`config.mk`:
```
export PLATFORM = sky130hd
export DESIGN_NAME = raifes_qspi_arbiter
export DESIGN_NICKNAME = d
export VERILOG_FILES = /design/src/rtl/raifes_qspi_arbiter_pkg.sv /design/src/rtl/raifes_qspi_ahb_port.sv /design/src/rtl/raifes_qspi_arbiter.sv
export SDC_FILE = /design/constraint.sdc
export NUM_CORES = 1
export LEC_CHECK = 0
export ABC_AREA = 0
export CORE_MARGIN = 4
export CORE_UTILIZATION = 53
export DETAILED_ROUTE_END_ITERATION = 6
export GPL_TIMING_DRIVEN = 0
export PLACE_DENSITY_LB_ADDON = 0.1
export SLEW_MARGIN = 20
export SYNTH_ARGS = -nofsm -noshare
export SYNTH_HDL_FRONTEND = slang
export SYNTH_HIERARCHICAL = 1
export SYNTH_SLANG_ARGS = --single-unit
```
`constraint.sdc`:
```
create_clock -name iClk -period 3.4 [get_ports iClk]
set_input_delay 0.68 -clock iClk [delete_from_list [all_inputs] [get_ports iClk]]
set_output_delay 0.68 -clock iClk [all_outputs]
set_load 0.03 [all_outputs]
```
`src/rtl/raifes_qspi_arbiter_pkg.sv`:
```
// Shared constants for the QSPI arbiter slice: HASTI bus widths and codes,
// the engine address width, arbiter FSM states and the grant selector.
package raifes_qspi_arbiter_pkg;

  localparam int unsigned HASTI_ADDR_WIDTH  = 32;
  localparam int unsigned HASTI_BUS_WIDTH   = 32;
  localparam int unsigned HASTI_SIZE_WIDTH  = 3;
  localparam int unsigned HASTI_TRANS_WIDTH = 2;
  localparam int unsigned HASTI_RESP_WIDTH  = 1;

  localparam logic [HASTI_TRANS_WIDTH-1:0] HASTI_TRANS_IDLE   = 2'b00;
  localparam logic [HASTI_TRANS_WIDTH-1:0] HASTI_TRANS_BUSY   = 2'b01;
  localparam logic [HASTI_TRANS_WIDTH-1:0] HASTI_TRANS_NONSEQ = 2'b10;
  localparam logic [HASTI_TRANS_WIDTH-1:0] HASTI_TRANS_SEQ    = 2'b11;

  localparam logic [HASTI_RESP_WIDTH-1:0] HASTI_RESP_OKAY  = 1'b0;
  localparam logic [HASTI_RESP_WIDTH-1:0] HASTI_RESP_ERROR = 1'b1;

  localparam int unsigned QSPI_ENG_ADDR_W = 24;

  typedef enum logic [2:0] {
    ARB_IDLE  = 3'd0,
    ARB_ISSUE = 3'd1,
    ARB_BUSY  = 3'd2,
    ARB_ERR   = 3'd3,
    ARB_RESP  = 3'd4
  } arb_state_e;

  typedef enum logic {
    GNT_IMEM = 1'b0,
    GNT_DMEM = 1'b1
  } arb_gnt_e;

endpackage

```
`src/rtl/raifes_qspi_ahb_port.sv`:
```
// One HASTI slave port of the QSPI arbiter.
// Captures the address phase, holds the pending flag, registers hwdata in
// the first data-phase cycle and generates hready/hresp/hrdata.
// Ports: haddr/hsize/htrans/hwrite/hwdata from the master; hrdata/hready/
// hresp back to it; grant/resp/err_phase/err_flag/rdata_load/rdata from the
// arbiter FSM; pending and cap_* (captured request) to the arbiter.
module raifes_qspi_ahb_port
  import raifes_qspi_arbiter_pkg::*;
(
  input  logic                         iClk,
  input  logic                         iReset,
  input  logic [HASTI_ADDR_WIDTH-1:0]  haddr,
  input  logic [HASTI_SIZE_WIDTH-1:0]  hsize,
  input  logic [HASTI_TRANS_WIDTH-1:0] htrans,
  input  logic                         hwrite,
  input  logic [HASTI_BUS_WIDTH-1:0]   hwdata,
  output logic [HASTI_BUS_WIDTH-1:0]   hrdata,
  output logic                         hready,
  output logic [HASTI_RESP_WIDTH-1:0]  hresp,
  input  logic                         grant,
  input  logic                         resp,
  input  logic                         err_phase,
  input  logic                         err_flag,
  input  logic                         rdata_load,
  input  logic [HASTI_BUS_WIDTH-1:0]   rdata,
  output logic                         pending,
  output logic [QSPI_ENG_ADDR_W-1:0]   cap_addr,
  output logic [HASTI_SIZE_WIDTH-1:0]  cap_size,
  output logic                         cap_write,
  output logic [HASTI_BUS_WIDTH-1:0]   cap_wdata
);

  logic                        pending_q, pending_d;
  logic                        data_phase_q, data_phase_d;
  logic [QSPI_ENG_ADDR_W-1:0]  addr_q, addr_d;
  logic [HASTI_SIZE_WIDTH-1:0] size_q, size_d;
  logic                        write_q, write_d;
  logic [HASTI_BUS_WIDTH-1:0]  wdata_q, wdata_d;
  logic [HASTI_BUS_WIDTH-1:0]  hrdata_q, hrdata_d;
  logic                        capture;
  logic                        done_here;
  logic                        unused_addr_hi;

  // Only the device byte address reaches the engine; htrans[0] only splits SEQ/NONSEQ.
  assign unused_addr_hi = ^{haddr[HASTI_ADDR_WIDTH-1:QSPI_ENG_ADDR_W], htrans[0]};

  assign done_here = grant & resp;
  // Completing cycle raises hready so a new address phase is taken at the same edge.
  assign hready    = ~pending_q | done_here;
  assign hresp     = HASTI_RESP_WIDTH'((grant & err_phase) | (done_here & err_flag));
  assign capture   = htrans[1] & hready;

  assign hrdata    = hrdata_q;
  assign pending   = pending_q;
  assign cap_addr  = addr_q;
  assign cap_size  = size_q;
  assign cap_write = write_q;
  // A grant taken in the first data-phase cycle sees hwdata before it is registered.
  assign cap_wdata = data_phase_q ? hwdata : wdata_q;

  always_comb begin
    pending_d    = pending_q;
    data_phase_d = capture;
    addr_d       = addr_q;
    size_d       = size_q;
    write_d      = write_q;
    wdata_d      = wdata_q;
    hrdata_d     = hrdata_q;
    if (data_phase_q) wdata_d = hwdata;
    if (capture) begin
      pending_d = 1'b1;
      addr_d    = haddr[QSPI_ENG_ADDR_W-1:0];
      size_d    = hsize;
      write_d   = hwrite;
    end else if (done_here) begin
      pending_d = 1'b0;
    end
    if (grant & rdata_load) hrdata_d = rdata;
  end

  always_ff @(posedge iClk) begin
    if (iReset) begin
      pending_q    <= 1'b0;
      data_phase_q <= 1'b0;
      addr_q       <= '0;
      size_q       <= '0;
      write_q      <= 1'b0;
      wdata_q      <= '0;
      hrdata_q     <= '0;
    end else begin
      pending_q    <= pending_d;
      data_phase_q <= data_phase_d;
      addr_q       <= addr_d;
      size_q       <= size_d;
      write_q      <= write_d;
      wdata_q      <= wdata_d;
      hrdata_q     <= hrdata_d;
    end
  end

endmodule

```
`src/rtl/raifes_qspi_arbiter.sv`:
```
// Shares one QSPI transaction engine between the imem and dmem HASTI ports.
// Ports: iClk/iReset (sync, active-high); imem_* and dmem_* HASTI slave
// ports; oEng_* request to the engine and iEng_* ack/done/data/error back.
// dmem wins contention unless imem has waited STARVE_MAX dmem grants.
// CNT_W must satisfy 2**CNT_W > STARVE_MAX.
module raifes_qspi_arbiter
  import raifes_qspi_arbiter_pkg::*;
#(
  parameter int unsigned STARVE_MAX = 4,
  parameter int unsigned CNT_W      = 3
) (
  input  logic                         iClk,
  input  logic                         iReset,
  input  logic [HASTI_ADDR_WIDTH-1:0]  imem_haddr,
  input  logic [HASTI_SIZE_WIDTH-1:0]  imem_hsize,
  input  logic [HASTI_TRANS_WIDTH-1:0] imem_htrans,
  output logic [HASTI_BUS_WIDTH-1:0]   imem_hrdata,
  output logic                         imem_hready,
  output logic [HASTI_RESP_WIDTH-1:0]  imem_hresp,
  input  logic [HASTI_ADDR_WIDTH-1:0]  dmem_haddr,
  input  logic [HASTI_SIZE_WIDTH-1:0]  dmem_hsize,
  input  logic [HASTI_TRANS_WIDTH-1:0] dmem_htrans,
  input  logic                         dmem_hwrite,
  input  logic [HASTI_BUS_WIDTH-1:0]   dmem_hwdata,
  output logic [HASTI_BUS_WIDTH-1:0]   dmem_hrdata,
  output logic                         dmem_hready,
  output logic [HASTI_RESP_WIDTH-1:0]  dmem_hresp,
  output logic                         oEng_Req,
  output logic                         oEng_Write,
  output logic [QSPI_ENG_ADDR_W-1:0]   oEng_Addr,
  output logic [HASTI_SIZE_WIDTH-1:0]  oEng_Size,
  output logic [HASTI_BUS_WIDTH-1:0]   oEng_WData,
  input  logic                         iEng_Ack,
  input  logic                         iEng_Done,
  input  logic [HASTI_BUS_WIDTH-1:0]   iEng_RData,
  input  logic                         iEng_Err
);

  arb_state_e                  state_q, state_d;
  arb_gnt_e                    gnt_q, gnt_d;
  logic [CNT_W-1:0]            cnt_q, cnt_d;
  logic                        err_q, err_d;
  logic                        eng_write_q, eng_write_d;
  logic [QSPI_ENG_ADDR_W-1:0]  eng_addr_q, eng_addr_d;
  logic [HASTI_SIZE_WIDTH-1:0] eng_size_q, eng_size_d;
  logic [HASTI_BUS_WIDTH-1:0]  eng_wdata_q, eng_wdata_d;
  logic                        rdata_load;
  logic                        pick_imem;

  logic                        i_pend, d_pend;
  logic [QSPI_ENG_ADDR_W-1:0]  i_addr, d_addr;
  logic [HASTI_SIZE_WIDTH-1:0] i_size, d_size;
  logic                        i_write, d_write;
  logic [HASTI_BUS_WIDTH-1:0]  i_wdata, d_wdata;
  logic                        st_resp, st_err;

  assign st_resp   = (state_q == ARB_RESP);
  assign st_err    = (state_q == ARB_ERR);
  assign pick_imem = i_pend & (~d_pend | (cnt_q >= CNT_W'(STARVE_MAX)));

  raifes_qspi_ahb_port u_imem_port (
    .iClk(iClk), .iReset(iReset),
    .haddr(imem_haddr), .hsize(imem_hsize), .htrans(imem_htrans),
    .hwrite(1'b0), .hwdata('0),
    .hrdata(imem_hrdata), .hready(imem_hready), .hresp(imem_hresp),
    .grant(gnt_q == GNT_IMEM), .resp(st_resp), .err_phase(st_err),
    .err_flag(err_q), .rdata_load(rdata_load), .rdata(iEng_RData),
    .pending(i_pend), .cap_addr(i_addr), .cap_size(i_size),
    .cap_write(i_write), .cap_wdata(i_wdata)
  );

  raifes_qspi_ahb_port u_dmem_port (
    .iClk(iClk), .iReset(iReset),
    .haddr(dmem_haddr), .hsize(dmem_hsize), .htrans(dmem_htrans),
    .hwrite(dmem_hwrite), .hwdata(dmem_hwdata),
    .hrdata(dmem_hrdata), .hready(dmem_hready), .hresp(dmem_hresp),
    .grant(gnt_q == GNT_DMEM), .resp(st_resp), .err_phase(st_err),
    .err_flag(err_q), .rdata_load(rdata_load), .rdata(iEng_RData),
    .pending(d_pend), .cap_addr(d_addr), .cap_size(d_size),
    .cap_write(d_write), .cap_wdata(d_wdata)
  );

  assign oEng_Req   = (state_q == ARB_ISSUE);
  assign oEng_Write = eng_write_q;
  assign oEng_Addr  = eng_addr_q;
  assign oEng_Size  = eng_size_q;
  assign oEng_WData = eng_wdata_q;

  always_comb begin
    state_d     = state_q;
    gnt_d       = gnt_q;
    cnt_d       = cnt_q;
    err_d       = err_q;
    eng_write_d = eng_write_q;
    eng_addr_d  = eng_addr_q;
    eng_size_d  = eng_size_q;
    eng_wdata_d = eng_wdata_q;
    rdata_load  = 1'b0;
    unique case (state_q)
      ARB_IDLE: begin
        if (i_pend | d_pend) begin
          err_d   = 1'b0;
          state_d = ARB_ISSUE;
          if (pick_imem) begin
            gnt_d       = GNT_IMEM;
            cnt_d       = '0;
            eng_write_d = i_write;
            eng_addr_d  = i_addr;
            eng_size_d  = i_size;
            eng_wdata_d = i_wdata;
          end else begin
            gnt_d       = GNT_DMEM;
            if (i_pend && (cnt_q < CNT_W'(STARVE_MAX))) cnt_d = cnt_q + 1'b1;
            eng_write_d = d_write;
            eng_addr_d  = d_addr;
            eng_size_d  = d_size;
            eng_wdata_d = d_wdata;
          end
        end
      end
      ARB_ISSUE: begin
        if (iEng_Ack) begin
          // Done alongside ack counts as ack then done.
          if (iEng_Done) begin
            rdata_load = 1'b1;
            err_d      = iEng_Err;
            state_d    = iEng_Err ? ARB_ERR : ARB_RESP;
          end else begin
            state_d = ARB_BUSY;
          end
        end
      end
      ARB_BUSY: begin
        if (iEng_Done) begin
          rdata_load = 1'b1;
          err_d      = iEng_Err;
          state_d    = iEng_Err ? ARB_ERR : ARB_RESP;
        end
      end
      ARB_ERR:  state_d = ARB_RESP;
      ARB_RESP: state_d = ARB_IDLE;
      default:  state_d = ARB_IDLE;
    endcase
  end

  always_ff @(posedge iClk) begin
    if (iReset) begin
      state_q     <= ARB_IDLE;
      gnt_q       <= GNT_IMEM;
      cnt_q       <= '0;
      err_q       <= 1'b0;
      eng_write_q <= 1'b0;
      eng_addr_q  <= '0;
      eng_size_q  <= '0;
      eng_wdata_q <= '0;
    end else begin
      state_q     <= state_d;
      gnt_q       <= gnt_d;
      cnt_q       <= cnt_d;
      err_q       <= err_d;
      eng_write_q <= eng_write_d;
      eng_addr_q  <= eng_addr_d;
      eng_size_q  <= eng_size_d;
      eng_wdata_q <= eng_wdata_d;
    end
  end

endmodule

```
==> run summary, run 1 <==
relative slew slack = 0.459
Layout Nets = 1618
TritonCTS clock tree = done
Sink Count = 256
Critical Path Sink Type = output port
first-pass iteration count of the detailed router = 5
Final Hold Slack = 454 ps
initial antenna violation count = 2
startpoint types = flip-flop
routed via count = 9245
multi-input logic area = 0.00489 mm²
Worst-path clk slew = 60 ps
fill cell count = 1471
status = complete, no violations
Synth Area in Adders = 0.00119
# hold bufs at CTS = 0
share of layout cells above drive strength 1 = 0.132
Mapped Area = 0.0105 mm²
crit-path max FO = 10
final setup violation count = 0
I/O pin count = 273
Netlist cell types = 38
worst skew pair latency = 520 ps
Reg area = 0.00512 mm²
worst slew pin tran = 811 ps
leakage dissipation = 5.25 nW
Tmin final = 3200 ps
all-layer global routing usage = 0.256
first-pass GRT wire length = 46.3 mm
Synth Area in Compound Gates = 0.166
grt ovf = 0
mux share of post-synthesis cell area = 0.0910
top-area cell type share of the netlist area = 0.488
Final WS setup = 198 ps
Routed WL = 29.4 mm
H-tree lvl count = 1
Post-Synth XOR/XNOR Area = 0
Synth Register Bits = 256
synth top area cells = dfxtp_1, nand2_1, mux2_4, a21oi_1, a311oi_2
Final period util = 0.942
largest net degree at the start of global routing = 14
Routed WL per cell = 16.7 µm
largest family of logic cells by synthesized area = simple AND/OR/NAND/NOR gates
clock buffer depth = 3
Setup Fix Bufs, Post-CTS = 0
GPL Wtd Cong = 0.860
Initial DRC Count = 500
Clock Skews = 17.8 ps
Final Non-Filler Cells = 1758
Core Area = 0.0195 mm²
Syn Area/Cell = 9.07 µm²
register area share after synthesis = 0.488
Final Max Tran Viols = 0
root buf cell = clkbuf_16
Setup WS pre-CTS = 409 ps
VDD IR-drop max = 385 µV
max frequency = 312 MHz
# DRC = 0
Die Area = 0.0221 mm²
dpl cells = 1709
CP Data Arrival Time = 2520 ps
required time of the worst setup path = 2720 ps
PwrDens = 613 mW/mm²
# rows = 51
die height = 149 µm
Synth area leader = dfxtp_1
initial core utilization = 0.540
Post-Synth Simple-Gate Area = 0.196
Hold Crit Class = reg -> reg
DRT antenna net count = 0
Post-Syn Instances = 1158
Yosys warning total = 6
DP HPWL = 21.4 mm
RSZ-0062 raised after global routing = no
Hold Violations, Final = 0
vias in the first global route = 9040
via/cell ratio = 5.26
setup TNS = 0 ps
maxcap violations = 0
Crit Path Class = reg -> out
TritonCTS Buffers = 27
Layout area overhead = 37.0%
I/O Buffers = 254
die span in x = 149 µm
[logic make-up (layout without fill, tap and decap cells)]
kind of cell	count (synthesis)	count (layout)
and+or+nand+nor	468	468
AOI/OAI and AO/OA	257	257
DFF	256	256
buffers and inverters	110	412
muxes	65	65
adders and majority gates	1	1
other	1	34
[placed cells by master, fill, tap and decap left out, drive strengths merged, types with 3 or more instances in the layout]
cell           count
nand2            256
dfxtp            256
clkdlybuf4s50    253
a21oi            129
clkbuf            75
nor2b             69
buf               69
nor2              64
mux2              64
a311oi            60
nand3             58
o21ai             57
conb              33
inv                8
nor3               7
nand2b             4
and2               4
clkinv             3
[what timing repair did]
item / 4_1_cts / 5_1_grt
endpoints found under the hold margin: 0 / 0
setup endpoints to repair: 0 / 1
gates resized for setup: 0 / 1
[power by group]
part | internal [mW] | switching [mW]
Sequential | 3.32 | 0.171
Clock | 1.76 | 1.14
Combinational | 1.03 | 1.38
[final timing paths]
path | endpoint | depth (start not counted) | from | slack (ps)
setup / recovery | dmem_hready | 7 | state_q[1] | 200
setup reg to reg | u_imem_port/hrdata[16] | 9 | state_q[1] | 1260
hold reg to reg | u_imem_port/hrdata[28] | 2 | u_imem_port/hrdata[28] | 450
hold / removal | u_imem_port/hrdata[28] | 2 | u_imem_port/hrdata[28] | 450
[through the flow]
stage	instance area (µm²)	total power [mW]	util
3_3_place_gp	13500	5.92	0.694
5_1_grt	14400	9.21	0.739
6_report	14400	8.82	0.739
2_1_floorplan	10600	5.04	-
4_1_cts	14400	8.87	0.739
3_5_place_dp	13500	5.96	0.694
[layout make-up]
class                      count  area share
antenna                        1    0.000174
sequential                   256       0.356
buffer                       102      0.0401
timing repair buffer         254       0.177
clock buffer                  42      0.0557
multi-input combinational    824       0.340
tap                          265      0.0230
inverter                       8     0.00209
clock inverter                 6     0.00574
[cells in the mapped netlist, drive strengths merged]
cell / n
or3: 1
clkbuf: 33
inv: 8
nor2b: 69
and4: 1
dfxtp: 256
o21a: 1
o21ai: 57
ha: 1
a31oi: 2
a21boi: 2
a2111oi: 1
mux2i: 1
nor3b: 2
nor3: 7
nand3: 58
o22ai: 2
nor4: 1
nand2b: 4
conb: 1
a22o: 1
mux2: 64
and2: 4
a21oi: 129
buf: 69
o211ai: 2
a311oi: 60
nor2: 64
and3: 1
nand2: 256
[registers in the layout, summed over array words and instances, names as in the netlist, 24 cells and up]
name                  count
u_imem_port/cap_addr     24
u_dmem_port/wdata_q      32
u_dmem_port/hrdata       32
u_dmem_port/cap_addr     24
u_imem_port/hrdata       32
u_imem_port/wdata_q      32
oEng_WData               32
oEng_Addr                24
[worst max-delay path: stages, from the launching register on]
cell and delay [ps]:
dfxtp_1 300, buf_2 210, inv_1 120, and3_1 240, a21boi_2 230, inv_1 90
buf_2 190, clkdlybuf4s50_1 610
[routing by layer]
| layer | up-vias | part of all wire | track usage |
|---|---|---|---|
| met5 | - | 0.00068 | 0 |
| met2 | 310 | 0.48 | 0.432 |
| met1 | 4320 | 0.42 | 0.329 |
| met4 | 2 | 0.023 | 0.0714 |
| li1 | 4556 | - | - |
| met3 | 57 | 0.079 | 0.0626 |
Note: power is estimated with default switching activity, not from simulation.
==> run 2: changes to the inputs <==
--- a/config.mk
+++ b/config.mk
@@ -6,7 +6,7 @@
 export NUM_CORES = 1
 export LEC_CHECK = 0
 export ABC_AREA = 0
-export CORE_MARGIN = 4
+export CORE_MARGIN = 5
 export CORE_UTILIZATION = 53
 export DETAILED_ROUTE_END_ITERATION = 6
 export GPL_TIMING_DRIVEN = 0
==> run summary, run 2 (synthesis gave the netlist of run 1 again) <==
status = complete, no violations (unchanged)
Clk pwr share = 0.340 (was 0.330)
worst stage delay on the critical path = 700 ps (was 610 ps)
H-tree lvl count = 1 (unchanged)
clock buffer depth = 3 (unchanged)
maxcap violations = 0 (unchanged)
die span in x = 151 µm (was 149 µm)
first-pass GRT wire length = 46.7 mm (was 46.3 mm)
Final period util = 0.947 (was 0.942)
Final Max Tran Viols = 0 (unchanged)
largest net degree at the start of global routing = 14 (unchanged)
Layout Nets = 1618 (unchanged)
initial core utilization = 0.540 (unchanged)
root buf cell = clkbuf_16 (unchanged)
Finished Cell Area = 0.0144 mm² (about the same)
via/cell ratio = 5.24 (was 5.26)
most frequent cells in the layout = nand2_1, dfxtp_1, clkdlybuf4s50_1, a21oi_1, nor2b_1 (unchanged)
Hold Violations, Final = 0 (unchanged)
I/O pin count = 273 (unchanged)
TritonCTS Buffers = 27 (unchanged)
Hold Crit Class = reg -> reg (unchanged)
worst skew pair latency = 530 ps (was 520 ps)
fill cell count = 1490 (was 1471)
# rows = 51 (unchanged)
grt ovf = 0 (unchanged)
relative slew slack = 0.491 (was 0.459)
Die Area = 0.0227 mm² (was 0.0221 mm²)
first-pass iteration count of the detailed router = 5 (unchanged)
die height = 151 µm (was 149 µm)
VDD IR-drop max = 482 µV (was 385 µV)
Critical Path Sink Type = output port (unchanged)
worst slew pin tran = 764 ps (was 811 ps)
required time of the worst setup path = 2720 ps (about the same)
all-layer global routing usage = 0.255 (was 0.256)
Routed WL = 30.0 mm (was 29.4 mm)
switch share = 0.306 (about the same)
TritonCTS clock tree = done (unchanged)
Layout area overhead = 37.5% (was 37.0%)
Routed WL per cell = 17.1 µm (was 16.7 µm)
switching power = 2.75 mW (was 2.70 mW)
setup TNS = 0 ps (unchanged)
DP HPWL = 22.0 mm (was 21.4 mm)
share of layout cells above drive strength 1 = 0.137 (was 0.132)
DRT antenna net count = 0 (unchanged)
Core Area = 0.0195 mm² (unchanged)
I/O Buffers = 254 (unchanged)
Setup Fix Bufs, Post-CTS = 0 (unchanged)
placed inst area = 0.0135 mm² (unchanged)
crit-path max FO = 10 (unchanged)
CP max-delay cell = clkdlybuf4s50_1 (unchanged)
Logic pwr share = 0.271 (was 0.274)
Initial DRC Count = 558 (was 500)
leakage dissipation = 5.30 nW (was 5.25 nW)
GPL Wtd Cong = 0.856 (was 0.860)
final setup violation count = 0 (unchanged)
Clock Skews = 14.2 ps (was 17.8 ps)
post-layout util = 0.742 (was 0.739)
PwrDens = 621 mW/mm² (was 613 mW/mm²)
# DRC = 0 (unchanged)
Worst-path clk slew = 60 ps (about the same)
Sink Count = 256 (unchanged)
sequential group share of total power = 0.389 (was 0.396)
critical-path cell list = buf_2, inv_1, and3_1, a21boi_2, inv_1, buf_2, clkdlybuf4s50_1 (unchanged)
routed via count = 9231 (was 9245)
Crit Path Class = reg -> out (unchanged)
Int Power = 6.23 mW (was 6.12 mW)
Tmin final = 3220 ps (was 3200 ps)
startpoint types = flip-flop (unchanged)
max frequency = 311 MHz (was 312 MHz)
vias in the first global route = 9201 (was 9040)
initial antenna violation count = 2 (unchanged)
Setup WS pre-CTS = 444 ps (was 409 ps)
RSZ-0062 raised after global routing = no (unchanged)
Final WS setup = 181 ps (was 198 ps)
CP Data Arrival Time = 2540 ps (was 2520 ps)
## run 2: power groups by stage
stage                     Sequential [mW]  Combinational, mW  Clock (mW)
after CTS                            3.49               2.44        3.10
after detailed placement             3.55               2.42           0
final                                3.49               2.43        3.05
after global routing                 3.52               2.61        3.21
after floorplan                      3.96               1.07           0
after global placement               3.54               2.38           0
## run 2: path summary, 6_finish.rpt
| check | start | to | slack [ps] | cells past startpoint |
|---|---|---|---|---|
| max | state_q[1] | dmem_hready | 180 | 7 |
| min | u_imem_port/hrdata[12] | u_imem_port/hrdata[12] | 450 | 2 |
| max reg2reg | state_q[1] | u_dmem_port/hrdata[6] | 1260 | 9 |
| min reg2reg | u_imem_port/hrdata[12] | u_imem_port/hrdata[12] | 450 | 2 |
## run 2: metrics by stage
step           total power [mW]  std cells  hold WS, ps
4_1_cts                    9.03       1758          454
3_3_place_gp               5.92       1709          440
3_5_place_dp               5.97       1709          445
2_1_floorplan              5.04       1190          436
5_1_grt                    9.34       1760          471
6_report                   8.97       1760          452
## run 2: metal layers
layer,track usage,vias to the layer above,wire [µm]
met1,0.325,4290,12100
met2,0.428,337,14300
met5,0,-,0
met4,0.0861,0,994
li1,-,4541,-
met3,0.0601,63,2580
## run 2: layout make-up
cell class / instances / area (µm²) / share of cell area
tap: 265 / 332 / 0.0230
clock inverter: 11 / 130 / 0.00901
timing repair buffer: 254 / 2540 / 0.176
sequential: 256 / 5120 / 0.355
clock buffer: 38 / 807 / 0.0559
buffer: 102 / 577 / 0.0399
antenna: 2 / 5.00 / 0.000346
inverter: 8 / 30.0 / 0.00208
multi-input combinational: 824 / 4890 / 0.339
## run 2: worst max-delay path, delay by kind of cell (launching register included)
| kind | cells | cell delay (ps) |
|---|---|---|
| flops | 1 | 300 |
| compound gates | 1 | 110 |
| simple gates | 1 | 280 |
| buf+inv | 5 | 1330 |
## run 2: timing repair
item	in CTS	in global routing
endpoints found under the setup margin	0	1
hold buffers	0	0
resized for setup	0	1
